## src/rtl/morse_player.sv

```systemverilog
// morse_player: loadable Morse blinker driving one LED with exact unit timing.
// Plays dot/dash/letter-gap symbols from a latched sequence, one-shot or looped.
// Ports:
//   i_clk, i_reset        clock, synchronous active-high reset
//   i_start, i_stop       load-and-play request, abort
//   i_repeat_en           loop forever with word gap when latched high
//   i_seq_in, i_seq_len   2-bit symbols (00 dot, 01 dash, 11 letter gap, 10 end), count
//   o_morse_led           LED drive, high only while marking
//   o_busy, o_done        not idle, one-shot completion pulse
//   o_sym_idx             index of symbol being played
module morse_player #(
    parameter int UNIT_CYCLES    = 10000,
    parameter int MAX_SYMS       = 32,
    parameter int LEN_W          = 6,
    parameter int DASH_UNITS     = 3,
    parameter int WORD_GAP_UNITS = 6
) (
    input  logic                  i_clk,
    input  logic                  i_reset,
    input  logic                  i_start,
    input  logic                  i_stop,
    input  logic                  i_repeat_en,
    input  logic [2*MAX_SYMS-1:0] i_seq_in,
    input  logic [LEN_W-1:0]      i_seq_len,
    output logic                  o_morse_led,
    output logic                  o_busy,
    output logic                  o_done,
    output logic [LEN_W-1:0]      o_sym_idx
);

    // Timer must hold the longest interval: dash, letter gap or word gap.
    localparam int M1        = (DASH_UNITS > 2) ? DASH_UNITS : 2;
    localparam int MAX_UNITS = (WORD_GAP_UNITS > M1) ? WORD_GAP_UNITS : M1;
    localparam int TW        = $clog2(MAX_UNITS * UNIT_CYCLES + 1);

    localparam logic [TW-1:0] T_UNIT = TW'(UNIT_CYCLES - 1);
    localparam logic [TW-1:0] T_DASH = TW'(DASH_UNITS * UNIT_CYCLES - 1);
    localparam logic [TW-1:0] T_LGAP = TW'(2 * UNIT_CYCLES - 1);
    localparam logic [TW-1:0] T_WGAP = TW'(WORD_GAP_UNITS * UNIT_CYCLES - 1);

    localparam logic [LEN_W-1:0] MAX_LEN = LEN_W'(MAX_SYMS);

    localparam logic [2:0] S_IDLE  = 3'd0;
    localparam logic [2:0] S_FETCH = 3'd1;
    localparam logic [2:0] S_MARK  = 3'd2;
    localparam logic [2:0] S_SPACE = 3'd3;
    localparam logic [2:0] S_LGAP  = 3'd4;
    localparam logic [2:0] S_WGAP  = 3'd5;

    logic [2:0]            r_state;
    logic [TW-1:0]         r_timer;
    logic [LEN_W-1:0]      r_idx;
    logic [LEN_W-1:0]      r_len;
    logic [2*MAX_SYMS-1:0] r_seq;
    logic                  r_rep;
    logic                  r_done;

    logic [LEN_W-1:0]      w_len;
    logic [LEN_W-1:0]      w_nxt;
    logic [1:0]            w_sym;
    logic                  w_tdone;

    assign w_len   = (i_seq_len > MAX_LEN) ? MAX_LEN : i_seq_len;
    assign w_nxt   = r_idx + LEN_W'(1);
    assign w_tdone = (r_timer == '0);

    always_comb begin
        w_sym = 2'b10;
        for (int i = 0; i < MAX_SYMS; i++) begin
            if (r_idx == LEN_W'(i)) begin
                w_sym = r_seq[2*i +: 2];
            end
        end
    end

    always_ff @(posedge i_clk) begin
        if (i_reset) begin
            r_state <= S_IDLE;
            r_timer <= '0;
            r_idx   <= '0;
            r_len   <= '0;
            r_seq   <= '0;
            r_rep   <= 1'b0;
            r_done  <= 1'b0;
        end else if (i_stop) begin
            // Abort also blocks a same-cycle start from IDLE.
            r_state <= S_IDLE;
            r_timer <= '0;
            r_idx   <= '0;
            r_done  <= 1'b0;
        end else begin
            r_done <= 1'b0;
            case (r_state)
                S_IDLE: begin
                    if (i_start) begin
                        r_seq <= i_seq_in;
                        r_len <= w_len;
                        r_rep <= i_repeat_en;
                        r_idx <= '0;
                        if (w_len == '0) begin
                            r_done <= 1'b1;
                        end else begin
                            r_state <= S_FETCH;
                        end
                    end
                end
                S_FETCH: begin
                    case (w_sym)
                        2'b00: begin
                            r_state <= S_MARK;
                            r_timer <= T_UNIT;
                        end
                        2'b01: begin
                            r_state <= S_MARK;
                            r_timer <= T_DASH;
                        end
                        2'b11: begin
                            r_state <= S_LGAP;
                            r_timer <= T_LGAP;
                        end
                        default: begin
                            // End code: same handling as reaching the length.
                            r_idx <= '0;
                            if (r_rep) begin
                                r_state <= S_WGAP;
                                r_timer <= T_WGAP;
                            end else begin
                                r_state <= S_IDLE;
                                r_timer <= '0;
                                r_done  <= 1'b1;
                            end
                        end
                    endcase
                end
                S_MARK: begin
                    if (w_tdone) begin
                        r_state <= S_SPACE;
                        r_timer <= T_UNIT;
                    end else begin
                        r_timer <= r_timer - TW'(1);
                    end
                end
                S_SPACE, S_LGAP: begin
                    if (!w_tdone) begin
                        r_timer <= r_timer - TW'(1);
                    end else if (w_nxt < r_len) begin
                        r_idx   <= w_nxt;
                        r_state <= S_FETCH;
                    end else begin
                        r_idx <= '0;
                        if (r_rep) begin
                            r_state <= S_WGAP;
                            r_timer <= T_WGAP;
                        end else begin
                            r_state <= S_IDLE;
                            r_done  <= 1'b1;
                        end
                    end
                end
                S_WGAP: begin
                    if (w_tdone) begin
                        r_state <= S_FETCH;
                    end else begin
                        r_timer <= r_timer - TW'(1);
                    end
                end
                default: begin
                    r_state <= S_IDLE;
                    r_timer <= '0;
                    r_idx   <= '0;
                end
            endcase
        end
    end

    assign o_morse_led = (r_state == S_MARK);
    assign o_busy      = (r_state != S_IDLE);
    assign o_done      = r_done;
    assign o_sym_idx   = r_idx;

endmodule

```

## config.mk

```make
export PLATFORM = sky130hd
export DESIGN_NAME = morse_player
export DESIGN_NICKNAME = d
export VERILOG_FILES = /design/src/rtl/morse_player.sv
export SDC_FILE = /design/constraint.sdc
export NUM_CORES = 1
export LEC_CHECK = 0
export CORE_MARGIN = 2
export CORE_UTILIZATION = 55
export CTS_CLUSTER_DIAMETER = 200
export CTS_CLUSTER_SIZE = 30
export DETAILED_ROUTE_END_ITERATION = 6
export GPL_TIMING_DRIVEN = 0
export PLACE_DENSITY = 0.89
export SYNTH_ARGS = -nofsm -noshare
export SYNTH_HDL_FRONTEND = slang
export SYNTH_SLANG_ARGS = --single-unit
```

## constraint.sdc

```tcl
create_clock -name i_clk -period 4.4 [get_ports i_clk]
set_clock_uncertainty 0.2 [all_clocks]
set_input_delay 0.66 -clock i_clk [delete_from_list [all_inputs] [get_ports i_clk]]
set_output_delay 0.66 -clock i_clk [all_outputs]
set_load 0.05 [all_outputs]
```

; ---- Yosys cells after proc, flatten, opt, wreduce, memory -nomap -nowiden
; Index checks and enable logic that the tools add are counted.
[totals]
reg_bits = 97
output_inout_bits = 9
in_bits = 75
[op_classes]
add_sub_neg = 2
n_eq_ne = 47
reduce_logical = 15
mux = 62
order_cmp = 2
bitwise = 3
[ops]
columns = operator, n
row1 = "6-bit by 5-bit equality test with 1-bit output, second input constant", 16
row2 = 16-bit two-way mux, 6
row3 = 16-bit one-hot mux with 5 select lines, 1
row4 = 2-bit two-way mux, 32
row5 = "6-bit by 4-bit equality test with 1-bit output, second input constant", 8
row6 = 16-bit one-hot mux with 3 select lines, 1
row7 = 6-bit two-way mux, 5
row8 = "6-bit by 3-bit equality test with 1-bit output, second input constant", 4
row9 = 6-bit one-hot mux with 4 select lines, 1
row10 = 3-bit two-way mux, 7
row11 = 16-bit zero test, 1
row12 = "16-bit by 1-bit subtractor with 16-bit output, second input constant", 1
row13 = 3-bit one-hot mux with 5 select lines, 1
row14 = "6-bit by 2-bit equality test with 1-bit output, second input constant", 2
row15 = 6-bit zero test, 2
row16 = "2-bit != test, second input constant", 6
row17 = 4-bit AND reduction, 2
row18 = 2-bit OR reduction, 4
row19 = "6-bit by 1-bit adder with 6-bit output, second input constant", 1
row20 = "3-bit by 2-bit equality test with 1-bit output, second input constant", 2
row21 = "3-bit equality test, second input constant", 2
row22 = "6-bit by 1-bit equality test with 1-bit output, second input constant", 1
row23 = "6-bit > comparator, second input constant", 1
row24 = 6-bit less-than comparator, 1
row25 = other kinds (15), 23

; ---- Depth between registers and ports, before layout
[logic_depth]
word_depth = 37
ltp_mapped = 20
ltp_nobuf = 17

; ---- Worst setup path before layout
; Ideal clock, no wire load.
[synth_timing]
path_type = flip-flop to flip-flop
from = register r_idx[0] (netlist: o_sym_idx[0])
to = register r_state[2]
synth_period_minus_slack_ns = 3.919
path_slack_ns = 0.481
arrival_ns = 3.649
setup_time_ns = 0.070
stages_incl_launch_ff = 20
path_cell_list = dfxtp_1 inv_1 ha_1 buf_2 clkbuf_1 nand2_1 nand2_1 a2111oi_0 o211ai_1 a31oi_1 o22ai_1 a21o_1 ha_1 nand2b_1 and3_1 o21ai_0 a211o_1 o21ai_0 nand2_1 a21oi_1
[synth_between]
elab_chain_len = 37
elab_cells_between_ends = 74
[synth_rtl]
columns = item, line
row1 = from (decl), 52  ; logic [LEN_W-1:0] r_idx;
row2 = from (signal assigned), 147  ; r_idx <= w_nxt;
row3 = 6-bit zero test, 70  ; if (r_idx == LEN_W'(i)) begin
row4 = 2-bit two-way mux (32 in series), 70
row5 = 2-bit by 1-bit equality test with 1-bit output / 2-bit zero test (equally long branches), 108  ; case (w_sym)
row6 = 2-bit OR reduction (no source line), n/a
row7 = 3-bit one-hot mux with 2 select lines, 108
row8 = 3-bit one-hot mux with 5 select lines (*), 93  ; case (r_state)
row9 = to (signal assigned), 103  ; r_state <= S_FETCH;
row10 = to (signal assigned), 110  ; r_state <= S_MARK;
row11 = to (signal assigned), 114  ; r_state <= S_MARK;
row12 = to (decl), 50  ; logic [2:0] r_state;
; Every way passes the cells marked *; elsewhere a longest branch is shown, timed or not. The select of a mux whose other input is x is not followed.
; A chain may end at the register's enable or synchronous reset.

; ---- Worst setup path after layout
; Same ends and word-level chain as after synthesis.

==> results by group <==
Setup path
  • Data arrival time of the critical path: 4280 ps
  • FF-to-FF End: r_state[2]$_SDFFE_PP0P_
  • Crit Path Category: reg2reg
  • Largest fanout on the critical path: 10
  • Beginning of the worst register-to-register path: o_sym_idx[0]$_SDFFE_PP0P_
  • Cell Chain, Critical Path: inv_1 > ha_1 > clkbuf_2 > clkbuf_2 > nor4_1 > o221ai_1 > a21oi_2 > o21a_1 > inv_1 > ha_1 > nand2b_1 > and3_1 > o21ai_1 > a211o_1 > o21ai_0 > nand2_1 > a21oi_1
  • Worst R2R Path Depth: 17
  • Setup slack of the most critical reg-to-reg path: 240 ps
  • Critical path data required time: 4520 ps
  • Longest individual stage delay on the worst path: 450 ps
  • CP max-delay cell: dfxtp_2
  • CP top delay family: compound AO/OA/AOI/OAI gates
  • Worst Setup End Kind: flip-flop
  • Number of buffers and inverters on the critical path: 4
  • Critical path launch point type: flip-flop
  • Startpoint of the worst setup timing path: o_sym_idx[0]$_SDFFE_PP0P_

Clock tree
  • CTS Buf Count: 9
  • Post-cts hold buffer count: 0
  • Clock tree from TritonCTS: built
  • Clock Root Buffer: clkbuf_8
  • Total number of H-tree levels: 3
  • Clock Tree Buf Depth: 2
  • Sink count of the clock tree: 97
  • Clk pin slew, worst setup/hold paths: 100 ps
  • Buffers inserted during post-CTS setup optimization: 0
  • Clock insertion delay at the later pin of the skew report: 390 ps

Logic synthesis
  • #FFs+latches synth: 97
  • Share of Yosys cell area claimed by the top area cell type: 34.6%
  • Synth cell types: 83
  • Post-synth EDFFs: 0
  • Netlist area before placement: 5620 µm²
  • Synthesized netlist net count: 834
  • Leading post-synthesis cells by cell area: dfxtp_1 (35%), nand2_1 (11%), a21oi_1 (9.2%)
  • Area leader, netlist: dfxtp_1
  • Most frequent cells after synthesis: nand2_1 (172), a21oi_1 (103), dfxtp_1 (97)
  • Synthesized netlist cell count: 745
  • FFs w/ async S/R, synth: 0%
  • Most used flip-flop cell after synthesis: dfxtp_1
  • Synthesized area per cell: 7.54 µm²
  • Synth warnings: 0
  • Fraction of the yosys area taken by sequential cells: 34.6%
  • Most frequent cell after synthesis: nand2_1

Pwr
  • Largest vdd supply drop: 0.195 mV
  • Power per Cell Area: 268 nW/µm²
  • Share of total power in the clock network: 33.6%
  • Part of the power in combinational logic: 15.3%
  • Flop pwr share: 51.1%
  • Internal power: 1.32 mW
  • Total power of the final layout: 1.83 mW
  • Sw power: 0.505 mW
  • Static Leak: 2.42 nW
  • Sw Share: 27.6%

Detailed routing
  • Via-to-Cell Ratio: 6.04
  • Final wirelength: 17,000 µm
  • Antenna-violating nets left: 0
  • DRT Pass-1 Iters: 5
  • Drt wl/cell: 17.4 µm
  • Detailed router's first-iteration violation count: 373
  • Final routed DRC violation total: 0
  • Detailed-route via count: 5,885

GRT
  • Maximum number of pins on one net before global-route repair: 17
  • Gr ovfl total: 0
  • All-layer global routing usage: 30.8%
  • Antenna violations before repair: 0
  • Via count of the first global-routing pass: 5,732
  • Wire length of the first global-routing pass: 27,500 µm

Place
  • I/O Buffers: 82
  • Gp weighted congestion: 0.926
  • Setup slack at placement: 7.21 ps
  • Area of placed instances: 6600 µm²
  • HPWL after detailed placement: 12,900 µm
  • Placed cell count: 960

Floorplanning
  • Placeable core area: 9860 µm²
  • Total die area: 11,000 µm²
  • Effective utilization at floorplan: 56.9%
  • Num rows: 36
  • DIE WIDTH: 105 µm
  • Number of placed I/O pins: 84
  • Die Span Y: 105 µm

Timing
  • Worst relative slew slack: 44.6%
  • Slew at the pin closest to its max-slew limit: 829 ps
  • Max frequency: 240 MHz
  • Worst setup slack after layout: 239 ps
  • Hold Fails Final Rpt: 0
  • Period utilisation layout: 94.6%
  • Setup Viol. Count Final: 0
  • Final min period: 4160 ps
  • Number of max-slew violations in the final report: 0
  • Post-Route Setup TNS: 0 ps
  • Hold_ws: 261 ps
  • Setup repair after global routing missed its margin: false

Min path
  • Min-Delay Path Depth: 2
  • Capture endpoint of the worst hold path: r_seq[32]$_SDFFE_PP0P_
  • Worst Min Path Start: r_seq[32]$_SDFFE_PP0P_
  • Worst hold path type: reg2reg

Layout
  • Filler-free cell count of the finished design: 975
  • Area growth syn-to-layout: 21.7%
  • End-of-flow core utilization: 69.3%
  • Final Cell Area: 6830 µm²
  • Antenna diode instance count: 0
  • Final layout net count: 926
  • Proportion of layout cells with a drive suffix above 1: 8.55%

Outcome
  • Result of the run: completed

Run
  • Count of max-cap constraint violations: 0
-- worst min-delay path: stages, from the launching register on --
cell and delay, ps:
dfxtp_1 320, nand2_1 50, a21oi_1 50
-- power by group through the flow --
stage	Sequential (mW)	Clock [mW]	Combinational (mW)
CTS	0.933	0.614	0.278
finish	0.934	0.614	0.280
detailed placement	0.954	0	0.276
global placement	0.953	0	0.268
floorplan	0.945	0	0.161
global route	0.937	0.652	0.305
-- cell usage in the layout (no fill, tap or decap), types with 5 or more instances in the layout --
cell,n
ha_1,12
clkbuf_8,10
nor3_1,14
nand3b_1,7
o21ai_0,23
and3_1,6
nand3_1,13
nand2b_1,12
o211ai_1,6
a21oi_1,103
buf_2,10
clkbuf_1,31
nor3b_1,8
nor2_1,35
a211oi_1,8
o21ai_1,5
o21a_1,8
a31oi_1,7
xor2_1,5
inv_1,22
a22oi_1,10
xnor2_1,5
o22ai_1,12
dfxtp_1,95
clkbuf_2,6
clkdlybuf4s50_1,82
nor2b_1,10
nand2_1,172
-- timing repair --
action	CTS	global route
gates resized for setup	1	19
endpoints found under the setup margin	1	15
endpoints found under the hold margin	0	0
-- logic make-up (layout without fill, tap and decap cells) --
| logic type | count (synthesis) | count (layout) | synth area share, % |
|---|---|---|---|
| adders and majority gates | 14 | 14 | 3.12 |
| AOI/OAI and AO/OA | 225 | 225 | 25.7 |
| muxes | 3 | 3 | 0.535 |
| buffers and inverters | 77 | 174 | 5.90 |
| xor gates and xnor gates | 10 | 10 | 1.56 |
| DFF | 97 | 97 | 34.6 |
| and+or+nand+nor | 319 | 319 | 28.6 |
-- registers in the layout, summed over array words and instances (netlist names) --
| register | cells |
|---|---|
| o_done | 1 |
| o_sym_idx | 6 |
| r_len | 6 |
| r_rep | 1 |
| r_seq | 64 |
| r_state | 3 |
| r_timer | 16 |
-- how the worst max path moves through the flow --
stage | slack, ps | cells past startpoint | endpoint
finish | 240 | 17 | r_state[2]$_SDFFE_PP0P_
floorplan | 480 | 19 | r_state[2]$_SDFFE_PP0P_
CTS | 30 | 17 | r_state[2]$_SDFFE_PP0P_
detailed placement | 7 | 18 | r_state[2]$_SDFFE_PP0P_
global placement | 30 | 18 | r_state[2]$_SDFFE_PP0P_
global route | 50 | 15 | o_sym_idx[2]$_SDFFE_PP0P_
-- area by class of cell --
type	instances	area [µm²]
inverter	24	90.1
clock buffer	11	141
clock inverter	5	63.8
fill	827	3030
multi-input combinational	571	3360
buffer	52	245
sequential	97	1940
tap	133	166
timing repair buffer	82	821
-- layer usage --
layer	GRT usage (%)	share of wire (%)	vias up
li1	-	-	2817
met1	36.3	40	2780
met2	53.2	49	229
met3	5.43	6.2	59
met4	16.0	4.0	0
met5	0	0	-
Power figures use the tool's default switching activity.
